--- src/rtl/nfa_pkg.sv ---
// Shared definitions for the NFA chain engine: element mode encodings,
// match counter width and a width helper that never returns zero.
package nfa_pkg;

  typedef enum logic [1:0] {
    MODE_SINGLE = 2'b00,
    MODE_STAR   = 2'b01,
    MODE_PLUS   = 2'b10
  } nfa_mode_e;

  localparam int MATCH_CNT_W = 8;

  // ceil(log2(v)), floored at 1 so single-entry tables still get a port bit
  function automatic int clog2(input int v);
    int r;
    r = 0;
    for (int i = 0; i < 32; i++)
      if ((64'(1) << r) < 64'(v)) r = r + 1;
    return (r < 1) ? 1 : r;
  endfunction

endpackage

--- src/rtl/nfa_chain_engine_if.sv ---
// Byte stream, element config and match result bundle for the NFA engine.
// With NFA_ANCHOR_EN defined the bundle also carries cfg_anchor.
interface nfa_chain_engine_if #(
  parameter int N_ELEM  = 16,
  parameter int N_CLASS = 64,
  parameter int POS_W   = 16
);
  import nfa_pkg::*;
  localparam int AW = clog2(N_ELEM);
  localparam int CW = clog2(N_CLASS);

  logic               en;
  logic               sod;
  logic [N_CLASS-1:0] cls_in;
  logic               cfg_we;
  logic [AW-1:0]      cfg_addr;
  logic [CW-1:0]      cfg_class;
  logic [1:0]         cfg_mode;
  logic [AW:0]        cfg_len;
`ifdef NFA_ANCHOR_EN
  logic               cfg_anchor;
`endif
  logic                   match;
  logic                   match_pulse;
  logic [POS_W-1:0]       match_pos;
  logic [MATCH_CNT_W-1:0] match_cnt;

  modport master (
    output en, sod, cls_in, cfg_we, cfg_addr, cfg_class, cfg_mode, cfg_len,
`ifdef NFA_ANCHOR_EN
    output cfg_anchor,
`endif
    input  match, match_pulse, match_pos, match_cnt
  );

  modport slave (
    input  en, sod, cls_in, cfg_we, cfg_addr, cfg_class, cfg_mode, cfg_len,
`ifdef NFA_ANCHOR_EN
    input  cfg_anchor,
`endif
    output match, match_pulse, match_pos, match_cnt
  );
endinterface

--- src/rtl/nfa_elem.sv ---
// One pattern element: class/mode config, its state bit, and two chain
// links -- e (enable from current state) and h (enable from next state,
// used to detect a completed match on the byte being consumed).
module nfa_elem
  import nfa_pkg::*;
#(
  parameter int N_CLASS = 64,
  parameter int CW      = 6
) (
  input  logic               clk,
  input  logic               rst_n,
  input  logic               wr,
  input  logic               clr_s,
  input  logic               adv,
  input  logic               sod_clr,
  input  logic [CW-1:0]      wr_class,
  input  logic [1:0]         wr_mode,
  input  logic [N_CLASS-1:0] cls_in,
  input  logic               e_in,
  input  logic               h_in,
  output logic               e_out,
  output logic               h_out
);
  logic [CW-1:0] cls_q;
  logic [1:0]    mode_q;
  logic          s_q;
  logic          star, rep, s_cur, s_nxt;

  // reserved mode 11 falls through to single behaviour
  assign star  = (mode_q == MODE_STAR);
  assign rep   = star | (mode_q == MODE_PLUS);
  // start-of-data wipes state before the byte is evaluated
  assign s_cur = s_q & ~sod_clr;
  assign s_nxt = cls_in[cls_q] & (e_in | (rep & s_cur));
  assign e_out = s_cur | (star & e_in);
  assign h_out = s_nxt | (star & h_in);

  // element config register
  always_ff @(posedge clk or negedge rst_n)
    if (!rst_n) begin
      cls_q  <= '0;
      mode_q <= MODE_SINGLE;
    end else if (wr) begin
      cls_q  <= wr_class;
      mode_q <= wr_mode;
    end

  // state bit: any config write restarts the pattern
  always_ff @(posedge clk or negedge rst_n)
    if (!rst_n)     s_q <= 1'b0;
    else if (clr_s) s_q <= 1'b0;
    else if (adv)   s_q <= s_nxt;
endmodule

--- src/rtl/nfa_chain_engine.sv ---
// Unanchored NFA pattern chain over a decoded char-class stream.
// Optional NFA_ANCHOR_EN adds cfg_anchor, pinning the pattern to byte 0.
module nfa_chain_engine
  import nfa_pkg::*;
#(
  parameter int N_ELEM  = 16,
  parameter int N_CLASS = 64,
  parameter int POS_W   = 16
) (
  input logic              clk,
  input logic              rst_n,
  nfa_chain_engine_if.slave bus
);
  localparam int AW = clog2(N_ELEM);
  localparam int CW = clog2(N_CLASS);
  localparam logic [MATCH_CNT_W-1:0] CNT_MAX = '1;

  logic [N_ELEM:0]        e_ch, h_ch;
  logic [N_ELEM-1:0]      wr_vec;
  logic [N_CLASS-1:0]     cls_in;
  logic [CW-1:0]          cfg_class;
  logic [1:0]             cfg_mode;
  logic                   e0, hit, sod_clr, unused_tail;
  logic [POS_W-1:0]       off_q, pos_q, eff_off;
  logic [MATCH_CNT_W-1:0] cnt_q, base_cnt;
  logic                   match_q, pulse_q, base_match;

  assign sod_clr   = bus.en & bus.sod;
  assign cls_in    = bus.cls_in;
  assign cfg_class = bus.cfg_class;
  assign cfg_mode  = bus.cfg_mode;

`ifdef NFA_ANCHOR_EN
  logic at_start;
  // offset 0 after reset, until the first byte is consumed
  always_ff @(posedge clk or negedge rst_n)
    if (!rst_n)      at_start <= 1'b1;
    else if (bus.en) at_start <= 1'b0;
  assign e0 = ~bus.cfg_anchor | sod_clr | at_start;
`else
  assign e0 = 1'b1;
`endif

  assign e_ch[0]     = e0;
  assign h_ch[0]     = e0;
  assign unused_tail = e_ch[N_ELEM];

  // one-hot config write select
  always_comb begin
    wr_vec = '0;
    if (bus.cfg_we && int'(bus.cfg_addr) < N_ELEM) wr_vec[bus.cfg_addr] = 1'b1;
  end

  nfa_elem #(.N_CLASS(N_CLASS), .CW(CW)) u_elem [N_ELEM-1:0] (
    .clk      (clk),
    .rst_n    (rst_n),
    .wr       (wr_vec),
    .clr_s    (bus.cfg_we),
    .adv      (bus.en),
    .sod_clr  (sod_clr),
    .wr_class (cfg_class),
    .wr_mode  (cfg_mode),
    .cls_in   (cls_in),
    .e_in     (e_ch[N_ELEM-1:0]),
    .h_in     (h_ch[N_ELEM-1:0]),
    .e_out    (e_ch[N_ELEM:1]),
    .h_out    (h_ch[N_ELEM:1])
  );

  // hit = enable past the last active element, on next-state values;
  // a byte consumed alongside a config write never counts
  always_comb begin
    hit = 1'b0;
    if (bus.en && !bus.cfg_we && bus.cfg_len != '0 && int'(bus.cfg_len) <= N_ELEM)
      hit = h_ch[bus.cfg_len];
  end

  assign eff_off    = bus.sod ? '0 : off_q;
  assign base_match = match_q & ~bus.sod;
  assign base_cnt   = bus.sod ? '0 : cnt_q;

  // offset counter and match reporting
  always_ff @(posedge clk or negedge rst_n)
    if (!rst_n) begin
      off_q   <= '0;
      match_q <= 1'b0;
      pulse_q <= 1'b0;
      pos_q   <= '0;
      cnt_q   <= '0;
    end else begin
      pulse_q <= hit;
      if (bus.en) begin
        off_q <= eff_off + POS_W'(1);
        if (bus.sod) begin
          match_q <= 1'b0;
          pos_q   <= '0;
          cnt_q   <= '0;
        end
        if (hit) begin
          match_q <= 1'b1;
          if (!base_match)         pos_q <= eff_off;
          if (base_cnt != CNT_MAX) cnt_q <= base_cnt + 1'b1;
        end
      end
    end

  assign bus.match       = match_q;
  assign bus.match_pulse = pulse_q;
  assign bus.match_pos   = pos_q;
  assign bus.match_cnt   = cnt_q;
endmodule

--- src/flat_wrapper.sv ---
// flat-port wrapper written by rule: the top's interface ports become plain ports
module nfa_chain_engine_flat import nfa_pkg::*;
#(
  parameter int N_ELEM  = 16,
  parameter int N_CLASS = 64,
  parameter int POS_W   = 16
)
  (clk, rst_n, bus_en, bus_sod, bus_cls_in, bus_cfg_we, bus_cfg_addr, bus_cfg_class, bus_cfg_mode, bus_cfg_len, bus_match, bus_match_pulse, bus_match_pos, bus_match_cnt);
  nfa_chain_engine_if #(.N_ELEM(N_ELEM), .N_CLASS(N_CLASS), .POS_W(POS_W)) bus_i ();
  input logic clk;
  input logic rst_n;
  input wire logic [$bits(bus_i.en)-1:0] bus_en;
  input wire logic [$bits(bus_i.sod)-1:0] bus_sod;
  input wire logic [$bits(bus_i.cls_in)-1:0] bus_cls_in;
  input wire logic [$bits(bus_i.cfg_we)-1:0] bus_cfg_we;
  input wire logic [$bits(bus_i.cfg_addr)-1:0] bus_cfg_addr;
  input wire logic [$bits(bus_i.cfg_class)-1:0] bus_cfg_class;
  input wire logic [$bits(bus_i.cfg_mode)-1:0] bus_cfg_mode;
  input wire logic [$bits(bus_i.cfg_len)-1:0] bus_cfg_len;
  output wire logic [$bits(bus_i.match)-1:0] bus_match;
  output wire logic [$bits(bus_i.match_pulse)-1:0] bus_match_pulse;
  output wire logic [$bits(bus_i.match_pos)-1:0] bus_match_pos;
  output wire logic [$bits(bus_i.match_cnt)-1:0] bus_match_cnt;
  assign bus_i.en = bus_en;
  assign bus_i.sod = bus_sod;
  assign bus_i.cls_in = bus_cls_in;
  assign bus_i.cfg_we = bus_cfg_we;
  assign bus_i.cfg_addr = bus_cfg_addr;
  assign bus_i.cfg_class = bus_cfg_class;
  assign bus_i.cfg_mode = bus_cfg_mode;
  assign bus_i.cfg_len = bus_cfg_len;
  assign bus_match = bus_i.match;
  assign bus_match_pulse = bus_i.match_pulse;
  assign bus_match_pos = bus_i.match_pos;
  assign bus_match_cnt = bus_i.match_cnt;
  nfa_chain_engine #(.N_ELEM(N_ELEM), .N_CLASS(N_CLASS), .POS_W(POS_W)) u_core (.clk(clk), .rst_n(rst_n), .bus(bus_i));
endmodule
--- config.mk ---
export PLATFORM = sky130hd
export DESIGN_NAME = nfa_chain_engine_flat
export DESIGN_NICKNAME = d
export VERILOG_FILES = /design/src/rtl/nfa_pkg.sv /design/src/rtl/nfa_chain_engine_if.sv /design/src/rtl/nfa_elem.sv /design/src/rtl/nfa_chain_engine.sv /design/src/flat_wrapper.sv
export SDC_FILE = /design/constraint.sdc
export NUM_CORES = 1
export LEC_CHECK = 0
export CAP_MARGIN = 0
export CORE_ASPECT_RATIO = 0.5
export CORE_UTILIZATION = 40
export DETAILED_ROUTE_END_ITERATION = 8
export SYNTH_ARGS = -nofsm -noshare
export SYNTH_HDL_FRONTEND = slang
export SYNTH_SLANG_ARGS = --single-unit
--- constraint.sdc ---
create_clock -name clk -period 3.15 [get_ports clk]
set_input_delay 0.945 -clock clk [delete_from_list [all_inputs] [get_ports clk]]
set_output_delay 0.945 -clock clk [all_outputs]
set_load 0.02 [all_outputs]
==> results of run 1 <==
[through the flow]
step / cell area, sq um / hold WS (ns)
2_1_floorplan: 18400 / 0.479
3_3_place_gp: 23700 / 0.492
3_5_place_dp: 23700 / 0.494
4_1_cts: 26800 / 0.461
5_1_grt: 27100 / 0.487
6_report: 27100 / 0.448
[power breakdown]
part | total (W) | internal, W | switching, W
sequential | 0.00346 | 0.00285 | 0.000609
combinational | 0.00818 | 0.00438 | 0.00380
clock | 0.00236 | 0.00123 | 0.00113
total | 0.0140 | 0.00846 | 0.00554
[kinds of logic after synthesis]
logic type               share of synthesized area, %
XOR/XNOR                                        0.621
AO/OA/AOI/OAI                                    12.9
multiplexers                                     42.3
AND/OR/NAND/NOR                                  11.7
adder cells (fa/ha/maj)                          1.16
flip-flops                                       25.4
buffers and inverters                            5.92
[cells in the mapped netlist (all sizes together), types with 4 or more instances]
library cell / number / area [sq um]
nor3: 21 / 105
nand4: 12 / 75.1
o31ai: 4 / 30.0
nand3b: 6 / 45.0
nor2: 70 / 263
a311oi: 4 / 35.0
inv: 58 / 218
a22o: 8 / 70.1
a211oi: 17 / 138
a2111oi: 6 / 77.6
and2: 13 / 83.8
mux2: 146 / 1640
a21o: 8 / 60.1
ha: 17 / 213
nor4: 6 / 37.5
nor2b: 56 / 350
a221oi: 14 / 141
xnor2: 5 / 43.8
a31oi: 12 / 75.1
o21bai: 4 / 30.0
mux2i: 105 / 1050
nand2b: 21 / 131
a21boi: 7 / 52.6
and3: 13 / 81.3
a21oi: 33 / 165
o311ai: 21 / 314
xor2: 8 / 70.1
mux4: 225 / 5070
clkbuf: 119 / 450
nor3b: 25 / 188
a41oi: 5 / 62.6
and3b: 4 / 35.0
dfrtp: 186 / 4650
o211ai: 13 / 103
o22ai: 14 / 87.6
nand3: 52 / 260
nand2: 89 / 334
a22oi: 31 / 233
o2111ai: 7 / 61.3
and4: 7 / 61.3
buf: 74 / 414
o21ai: 66 / 334
a32oi: 4 / 35.0
[path summary, 6_finish.rpt]
check,to,slack (ns),cells past startpoint
hold / removal,u_core.u_elem[9].mode_q[1],0.45,1
setup reg to reg,u_core.bus.match_pos[2],-0.61,13
hold reg to reg,u_core.u_elem[5].mode_q[1],0.51,1
setup / recovery,u_core.bus.match_pos[2],-0.78,19
min in group clk,u_core.u_elem[5].mode_q[1],0.51,1
max in group asynchronous,u_core.u_elem[10].cls_q[0],2.02,2
[worst register-to-register path, cell delays in order, from the launching register on]
cell and delay [ns]:
dfrtp_1 0.50, buf_12 0.17, mux4_2 0.51, mux4_2 0.50, nor2_2 0.12, a211o_1 0.22
a21oi_2 0.11, a221oi_4 0.29, o311ai_4 0.19, o211ai_2 0.26, buf_6 0.15, a41oi_4 0.15
and2_4 0.24, o311ai_2 0.26
[cell type report]
| type | count | share of cell area, % |
|---|---|---|
| clock buffer | 19 | 1.64 |
| inverter | 59 | 0.818 |
| antenna | 8 | 0.0740 |
| timing repair buffer | 717 | 27.8 |
| clock inverter | 13 | 0.643 |
| tap | 598 | 2.76 |
| multi-input combinational | 1222 | 49.1 |
| sequential | 186 | 17.2 |
[flip-flops by register name (all words and copies together) (netlist names)]
register,cells
u_core.u_elem.mode_q,32
u_core.bus.match,1
u_core.bus.match_pos,16
u_core.u_elem.cls_q,96
u_core.u_elem.s_q,16
u_core.bus.match_cnt,8
u_core.bus.match_pulse,1
u_core.off_q,16
[repair_timing]
action | CTS | global route
gates resized for setup | 368 | 84
pin swaps | 68 | 27
cloned | 23 | 0
setup endpoints to repair | 28 | 26
buffers inserted | 146 | 17
[layer usage]
metal  vias up  track usage, %  wire length [microns]  part of all wire, %
li1       7627               -                      -                    -
met1      9381            48.8                  33700                   38
met2      1403            56.1                  37600                   42
met3       368            14.7                  12400                   14
met4         2            21.3                   5850                  6.5
met5         -           0.910                     11                0.012
==> metrics.csv, run 1 <==
stage,metric,value,unit
placed_design,dp_hpwl,58900,microns
clock_network,clk_pin_slew,0.08,ns
sta,rsz0062_at_grt,true,
placed_design,port-buffer-count,111,
setup_path,end_kind,register,
setup_path,crit_type,in2reg,
placed_design,place.gp.congestion,1.05,
setup_path,worst_r2r_startpoint,u_core.u_elem[0].cls_q[0],
clock_network,clockRootBuffer,clkbuf_16,
sta,fin_ws,-0.781,ns
final_layout,nets,2306,
clock_network,numCtsBuffers,17,
routing,wl,89600,microns
routing,ant_nets,0,
setup_path,cp.buffers_inverters,8,
final_layout,mostFrequentLayoutCell,buf_4,
final_layout,multi_input_area,0.0133,sq mm
final_layout,drive_gt1_share,53.4,%
yosys,ys_seq_elements,186,
clock_network,hold_buffers,0,
yosys,ys_seq_area_share,25.4,%
setup_path,cp-startpoint,bus_cls_in[37],
yosys,synth_edf_count,0,
setup_path,worst_path_max_delay_cell,mux4_2,
power,totalPowerFinal,0.0140,W
setup_path,path_cells,buf_8 -> buf_6 -> buf_8 -> buf_12 -> mux4_2 -> a22oi_2 -> o41ai_2 -> o311ai_1 -> buf_4 -> nand2_4 -> buf_6 -> a221oi_2 -> o311ai_1 -> a32oi_1 -> buf_4 -> buf_12 -> a41oi_4 -> and2_4 -> o311ai_2,
routing,firstDrtPassIters,6,
final_layout,area_growth,47.6,%
sta,final.setup.tns,-18.72,ns
sta,setup_viol,26,
routing,wl_per_cell,31.7,microns
global_route,grt_first_pass_wirelength,129000,microns
placed_design,post-place-ws,-2.09,ns
setup_path,cp.required,3.54,ns
die,fp.dieArea,0.0467,sq mm
global_route,grtUsageTotal,38.4,%
final_layout,final_cell_mix,"buf_4, mux4_2, dfrtp_1",
die,fp.coreArea,0.0452,sq mm
routing,drtIter0Drc,2543,
power,vdd_drop_max,0.000408,V
sta,fmax,0.254,GHz
sta,finalClockSkew,0.0211,ns
sta,worst_pin_slew,0.718,ns
die,start_util,40.6,%
sta,period_needed,3.93,ns
sta,maxSlewHeadroom,52.0,%
routing,via_count,18781,
sta,slew_viol_final,0,
clock_network,cts_tree,built,
yosys,async_flop_share,100,%
die,io_pins,112,
global_route,grt_max_degree,64,
global_route,antenna_found_initial,11,
placed_design,dpl.cell_count,2601,
status,violations,setup timing,
yosys,synth_area,0.0183,sq mm
yosys,synth_cell_types,86,
die,row_count,55,
setup_path,crit_fanout,6,
sta,period_share,125,%
clock_network,clockBufferDepth,2,
hold_path,hold_path_class,in2async,
yosys,ys_warn_count,0,
routing,avgViaCountPerCell,6.66,
setup_path,cp_top_family,compound AO/OA/AOI/OAI gates,
yosys,synthFlopType,dfrtp_1,
run,maxCapViolCount,0,
die,die_w,305,microns
clock_network,clk_latency,0.49,ns
global_route,grt_overflow,0,
power,pwr_density_cell,517,mW/mm^2
clock_network,cts_sinks,186,
routing,drc,0,
final_layout,fin_util,59.9,%
clock_network,h-tree-depth,4,
setup_path,crit_arrival,4.32,ns
setup_path,critPathLaunchType,primary input,
power,power_leakage,11.2,nW
yosys,avgSynthCellArea,11.1,sq um
sta,hold_viol_final,0,
status,status,finished with violations,
yosys,syn_inst,1656,
yosys,synth_nets,1759,
final_layout,seqCellArea,0.00466,sq mm
global_route,grt_pass1_vias,18333,
setup_path,critPathMaxStageDelay,0.47,ns
die,fp.dieH,153,microns
final_layout,fin_cells,2822,
final_layout,fill_cells,3665,
(Power assumes the default switching activity.)
==> run 2, diff against run 1 <==
--- a/config.mk
+++ b/config.mk
@@ -6,9 +6,12 @@
 export NUM_CORES = 1
 export LEC_CHECK = 0
 export CAP_MARGIN = 0
+export CELL_PAD_IN_SITES_DETAIL_PLACEMENT = 0
+export CELL_PAD_IN_SITES_GLOBAL_PLACEMENT = 2
 export CORE_ASPECT_RATIO = 0.5
-export CORE_UTILIZATION = 40
+export CORE_UTILIZATION = 38
 export DETAILED_ROUTE_END_ITERATION = 8
+export PLACE_DENSITY_LB_ADDON = 0.1
 export SYNTH_ARGS = -nofsm -noshare
 export SYNTH_HDL_FRONTEND = slang
 export SYNTH_SLANG_ARGS = --single-unit
==> metrics.csv, run 2 (synthesis results as in run 1) <==
stage,metric,value,unit,change
routing,wl_per_cell,33.8,microns,+6.5%
setup_path,cp.required,3.52,ns,-0.02 ns
power,swShare,41.1,%,+1.5 points
global_route,grtUsageTotal,40.1,%,+1.7 points
hold_path,hold_path_class,in2async,,
routing,drtIter0Drc,2394,,-5.9%
sta,final.setup.tns,-17.24,ns,+1.48 ns
placed_design,dp_hpwl,65700,microns,+12%
final_layout,final_cell_mix,"buf_4, mux4_2, dfrtp_1",,
routing,ant_nets,0,,unchanged
setup_path,critPathLaunchType,primary input,,
setup_path,worst_r2r_startpoint,u_core.u_elem[0].cls_q[0],,
clock_network,hold_buffers,0,,unchanged
power,internal_power,0.00838,W,-1.0%
clock_network,h-tree-depth,4,,unchanged
sta,fin_ws,-0.725,ns,+0.0569 ns
power,p_clk_share,16.1,%,-0.7 points
sta,maxSlewHeadroom,46.7,%,-5.2 points
clock_network,clockBufferDepth,2,,unchanged
clock_network,clk_latency,0.49,ns,about the same
clock_network,numCtsBuffers,17,,unchanged
setup_path,reg2reg_slack,-0.61,ns,about the same
power,p_switching,0.00584,W,+5.5%
sta,setup_viol,26,,unchanged
status,violations,setup timing,,
clock_network,clk_pin_slew,0.08,ns,about the same
global_route,grt_first_pass_wirelength,139000,microns,+7.7%
routing,drc,0,,unchanged
routing,via_count,19129,,+1.9%
sta,fmax,0.258,GHz,+1.5%
setup_path,cp-startpoint,bus_cls_in[20],,
final_layout,multi_input_area,0.0133,sq mm,-0.25%
die,row_count,56,,+1.8%
power,totalPowerFinal,0.0142,W,+1.5%
setup_path,crit_type,in2reg,,
setup_path,end_kind,register,,
final_layout,nets,2318,,+0.52%
run,maxCapViolCount,0,,unchanged
die,start_util,38.8,%,-1.7 points
die,fp.dieArea,0.0492,sq mm,+5.2%
sta,period_share,123,%,-1.8 points
final_layout,seqCellArea,0.00466,sq mm,about the same
final_layout,fill_cells,4018,,+9.6%
placed_design,place.gp.congestion,1.06,,+1.4%
clock_network,clockRootBuffer,clkbuf_16,,
routing,firstDrtPassIters,6,,unchanged
global_route,grt_max_degree,60,,-6.3%
final_layout,reg_top3,"u_core.u_elem.cls_q: 96 flops, u_core.u_elem.mode_q: 32 flops",,
die,fp.coreArea,0.0472,sq mm,+4.5%
sta,rsz0062_at_grt,true,,
routing,avgViaCountPerCell,6.65,,about the same
global_route,antenna_found_initial,12,,+1
final_layout,area_growth,47.9,%,
setup_path,crit_fanout,6,,unchanged
sta,slew_viol_final,0,,unchanged
global_route,grt_overflow,0,,unchanged
power,pwr_density_cell,524,mW/mm^2,+1.3%
setup_path,crit_arrival,4.24,ns,-0.08 ns
clock_network,cts_sinks,186,,unchanged
routing,wl,97200,microns,+8.5%
power,seq_power_share,24.3,%,-0.4 points
global_route,grt_pass1_vias,19250,,+5.0%
die,fp.dieH,157,microns,+2.6%
die,die_w,313,microns,+2.6%
clock_network,cts_tree,built,,
final_layout,mostFrequentLayoutCell,buf_4,,
power,vdd_drop_max,0.000401,V,-1.7%
die,io_pins,112,,unchanged
final_layout,largest-register,u_core.u_elem.cls_q,,
final_layout,drive_gt1_share,54.0,%,+0.61 points
sta,period_needed,3.87,ns,-0.0569 ns
power,pwr-share-comb,59.6,%,+1.2 points
power,power_leakage,11.2,nW,+0.40%
final_layout,fin_util,57.4,%,-2.4 points
sta,hold_viol_final,0,,unchanged
sta,finalClockSkew,0.0235,ns,+0.00239 ns
placed_design,port-buffer-count,111,,unchanged
final_layout,largest_reg_flops,96,,unchanged
sta,worst_pin_slew,0.796,ns,+0.0781 ns
status,status,finished with violations,,
## run 2: final cells by class
type / instances / area share, %
Inverter: 59 / 0.817
Timing Repair Buffer: 731 / 28.0
Clock buffer: 19 / 1.67
Sequential cell: 186 / 17.2
Clock inverter: 13 / 0.480
Multi-Input combinational cell: 1220 / 48.9
Antenna cell: 9 / 0.0830
Tap cell: 638 / 2.94
## run 2: what timing repair did
action / 4_1_cts / 5_1_grt
pin swaps: 60 / 32
setup buffers: 116 / 16
gates resized for setup: 393 / 84
cloned: 20 / 1
setup endpoints to repair: 30 / 26
## run 2: per-layer routing
layer,vias to the layer above,global-route usage (%),part of all wire (%)
met5,-,0,0.014
met3,428,16.8,14
met4,2,22.8,6.6
li1,7649,-,-
met1,9635,48.7,37
met2,1415,60.2,43
## run 2: worst max-delay path, stage by stage
cell       delay (ns)
buf_6            0.11
buf_12           0.12
buf_12           0.13
buf_4            0.15
mux4_2           0.46
a22oi_2          0.19
a41oi_1          0.15
buf_4            0.22
a2bb2oi_4        0.19
buf_4            0.16
a2111oi_4        0.39
a311oi_2         0.08
o21ai_2          0.19
a41oi_4          0.22
buf_6            0.18
a41oi_2          0.11
a21bo_2          0.23
## run 2: power by group through the flow
stage               clock network [W]  logic [W]  registers [W]
detailed placement                  0    0.00747        0.00348
global route                  0.00241    0.00880        0.00353
floorplan                           0    0.00442        0.00325
CTS                           0.00233    0.00809        0.00344
global placement                    0    0.00743        0.00345
finish                        0.00229    0.00847        0.00346
## run 2: worst paths after layout
| check | cells after the start | end |
|---|---|---|
| hold / removal | 1 | u_core.bus.match_cnt[5] |
| min in group clk | 1 | u_core.u_elem[5].mode_q[1] |
| hold reg to reg | 1 | u_core.u_elem[5].mode_q[1] |
| setup reg to reg | 13 | u_core.bus.match_cnt[1] |
| setup / recovery | 17 | u_core.bus.match_cnt[1] |
| max in group asynchronous | 2 | u_core.u_elem[10].cls_q[1] |
## run 2: per-stage QoR
stage	area (sq um)	hold slack (ns)	setup slack (ns)	cells
2_1_floorplan	18400	0.479	-0.644	1656
6_report	27100	0.431	-0.725	2875
3_5_place_dp	24200	0.493	-1.81	2694
4_1_cts	26900	0.437	-0.715	2861
3_3_place_gp	24200	0.490	-1.81	2694
5_1_grt	27100	0.444	-0.807	2867
==> run 3, diff against run 2 <==
--- a/config.mk
+++ b/config.mk
@@ -11,7 +11,8 @@
 export CORE_ASPECT_RATIO = 0.5
 export CORE_UTILIZATION = 38
 export DETAILED_ROUTE_END_ITERATION = 8
-export PLACE_DENSITY_LB_ADDON = 0.1
+export PLACE_DENSITY = 0.83
+export SKIP_LAST_GASP = 1
 export SYNTH_ARGS = -nofsm -noshare
 export SYNTH_HDL_FRONTEND = slang
 export SYNTH_SLANG_ARGS = --single-unit
==> metrics.csv, run 3 (synthesis results as in run 1) <==
stage,metric,value,unit,change
power,internal_power,0.00825,W,-1.5%
global_route,grt_max_degree,61,,+1.7%
power,p_clk_share,16.3,%,+0.2 points
final_layout,largest-register,u_core.u_elem.cls_q,,
sta,hold_viol_final,0,,unchanged
sta,period_needed,4.04,ns,+0.161 ns
run,maxCapViolCount,0,,unchanged
sta,worst_pin_slew,0.644,ns,-0.152 ns
sta,finalClockSkew,0.0202,ns,-0.00323 ns
clock_network,h-tree-depth,4,,unchanged
setup_path,crit_type,in2reg,,
global_route,grt_overflow,0,,unchanged
sta,slew_viol_final,0,,unchanged
clock_network,clockRootBuffer,clkbuf_16,,
setup_path,crit_fanout,6,,unchanged
final_layout,mostFrequentLayoutCell,buf_4,,
setup_path,end_kind,register,,
placed_design,post-place-ws,-2.19,ns,-0.375 ns
die,row_count,56,,unchanged
routing,top_layer_used,met4,,
global_route,grtUsageTotal,35.3,%,-4.8 points
sta,setup_viol,27,,+3.8%
clock_network,cts_sinks,186,,unchanged
placed_design,place.gp.congestion,1.06,,-0.66%
die,die_w,313,microns,unchanged
final_layout,reg_top3,"u_core.u_elem.cls_q: 96 flops, u_core.u_elem.mode_q: 32 flops",,
routing,wl,85600,microns,-12%
final_layout,nets,2277,,-1.8%
sta,hold_ws,0.407,ns,-0.0244 ns
global_route,antenna_found_initial,4,,-8
die,io_pins,112,,unchanged
setup_path,critPathLaunchType,primary input,,
routing,dr_wl_met3,11800,microns,-10%
sta,maxSlewHeadroom,56.9,%,+10 points
routing,wl_per_cell,30.3,microns,-11%
routing,ant_nets,0,,unchanged
final_layout,fin_util,56.7,%,-0.71 points
die,fp.dieH,157,microns,unchanged
setup_path,cp.required,3.53,ns,about the same
sta,rsz0062_at_grt,true,,
power,pwr_density_cell,516,mW/mm^2,-1.6%
routing,drtIter0Drc,2420,,+1.1%
die,start_util,38.8,%,unchanged
sta,period_share,128,%,+5.1 points
power,swShare,40.3,%,-0.77 points
final_layout,final_cell_mix,"buf_4, mux4_2, dfrtp_1",,
routing,wl_met2,36300,microns,-13%
final_layout,area_growth,46.1,%,
clock_network,cts_tree,built,,
power,p_switching,0.00557,W,-4.6%
routing,met1_length,32500,microns,-9.4%
routing,drc,0,,unchanged
clock_network,clockBufferDepth,2,,unchanged
final_layout,drive_gt1_share,53.1,%,-0.88 points
global_route,grt_first_pass_wirelength,125000,microns,-10%
power,pwr-share-comb,58.7,%,-0.9 points
final_layout,largest_reg_flops,96,,unchanged
routing,firstDrtPassIters,7,,+1
sta,fmax,0.248,GHz,-4.0%
status,violations,setup timing,,
status,status,finished with violations,,
power,power_leakage,11.0,nW,-2.3%
die,fp.dieArea,0.0492,sq mm,unchanged
hold_path,hold_path_class,in2async,,
setup_path,crit_arrival,4.42,ns,+0.18 ns
power,seq_power_share,24.9,%,+0.6 points
routing,avgViaCountPerCell,6.47,,-2.7%
global_route,grt_pass1_vias,18120,,-5.9%
clock_network,numCtsBuffers,17,,unchanged
routing,via_count,18309,,-4.3%
placed_design,dp_hpwl,58800,microns,-11%
clock_network,clk_latency,0.49,ns,about the same
power,vdd_drop_max,0.000334,V,-17%
clock_network,clk_pin_slew,0.08,ns,about the same
placed_design,port-buffer-count,111,,unchanged
die,fp.coreArea,0.0472,sq mm,unchanged
sta,fin_ws,-0.886,ns,-0.161 ns
-- run 3: cell types whose count changed in the layout (fill, tap and decap cells not counted), sizes merged --
cell,delta
a41oi,+1
clkbuf,-6
buf,-59
bufbuf,+1
inv,+2
diode,-4
clkdlybuf4s15,+17
and2,+1
clkinv,-2
dlygate4sd2,+3
-- run 3: final timing paths --
kind,endpoint,depth (start not counted),slack [ns],from
max,u_core.bus.match_pos[5],17,-0.89,bus_cls_in[23]
min,u_core.bus.match_cnt[1],1,0.41,rst_n
max reg2reg,u_core.bus.match_pos[5],15,-0.74,u_core.u_elem[6].cls_q[0]
min reg2reg,u_core.u_elem[4].mode_q[1],1,0.51,u_core.u_elem[4].mode_q[1]
max in group asynchronous,u_core.bus.match_cnt[5],2,2.04,rst_n
min in group clk,u_core.u_elem[4].mode_q[1],1,0.51,u_core.u_elem[4].mode_q[1]
-- run 3: cell type report --
type | instances | area [sq um]
timing repair buffer | 688 | 7100
inverter | 59 | 221
tap | 638 | 798
antenna | 5 | 12.5
multi-input combinational | 1222 | 13400
fill | 3956 | 20400
sequential | 186 | 4650
clock buffer | 18 | 439
clock inverter | 13 | 153
-- run 3: stage by stage --
| stage | std cells | TNS (ns) | total power [W] | area (sq um) |
|---|---|---|---|---|
| 5_1_grt | 2826 | -20.90 | 0.0144 | 26800 |
| 3_3_place_gp | 2666 | -59.94 | 0.0106 | 23800 |
| 3_5_place_dp | 2666 | -61.55 | 0.0106 | 23800 |
| 2_1_floorplan | 1656 | -15.40 | 0.00767 | 18400 |
| 4_1_cts | 2816 | -17.30 | 0.0135 | 26500 |
| 6_report | 2829 | -21.04 | 0.0138 | 26800 |
-- run 3: power by group through the flow --
stage               sequential [W]  combinational [W]  clock [W]
CTS                        0.00342            0.00776    0.00232
global route               0.00350            0.00845    0.00240
global placement           0.00344            0.00713          0
finish                     0.00344            0.00812    0.00226
floorplan                  0.00325            0.00442          0
detailed placement         0.00346            0.00718          0
-- run 3: routing by layer --
layer / track usage (%) / up-vias
met5: 0 / -
met4: 17.1 / 0
met3: 16.3 / 357
met2: 52.7 / 1283
met1: 43.1 / 9098
li1: - / 7571
-- run 3: worst max-delay path, stage by stage --
cell,delay [ns]
buf_6,0.10
buf_12,0.12
buf_6,0.11
mux4_2,0.47
a22oi_2,0.26
o31ai_4,0.13
nor4_4,0.48
buf_4,0.25
buf_6,0.10
o41ai_4,0.08
a221oi_4,0.20
o311ai_2,0.13
a32oi_2,0.32
a41oi_4,0.09
buf_12,0.18
and2_4,0.19
o311ai_4,0.26
-- run 3: what timing repair did --
| action | CTS | global route |
|---|---|---|
| buffers inserted | 101 | 10 |
| setup endpoints to repair | 30 | 27 |
| gates resized for setup | 373 | 55 |
| cloned | 20 | 1 |
| hold buffers | 0 | 0 |
| pin swaps | 57 | 34 |
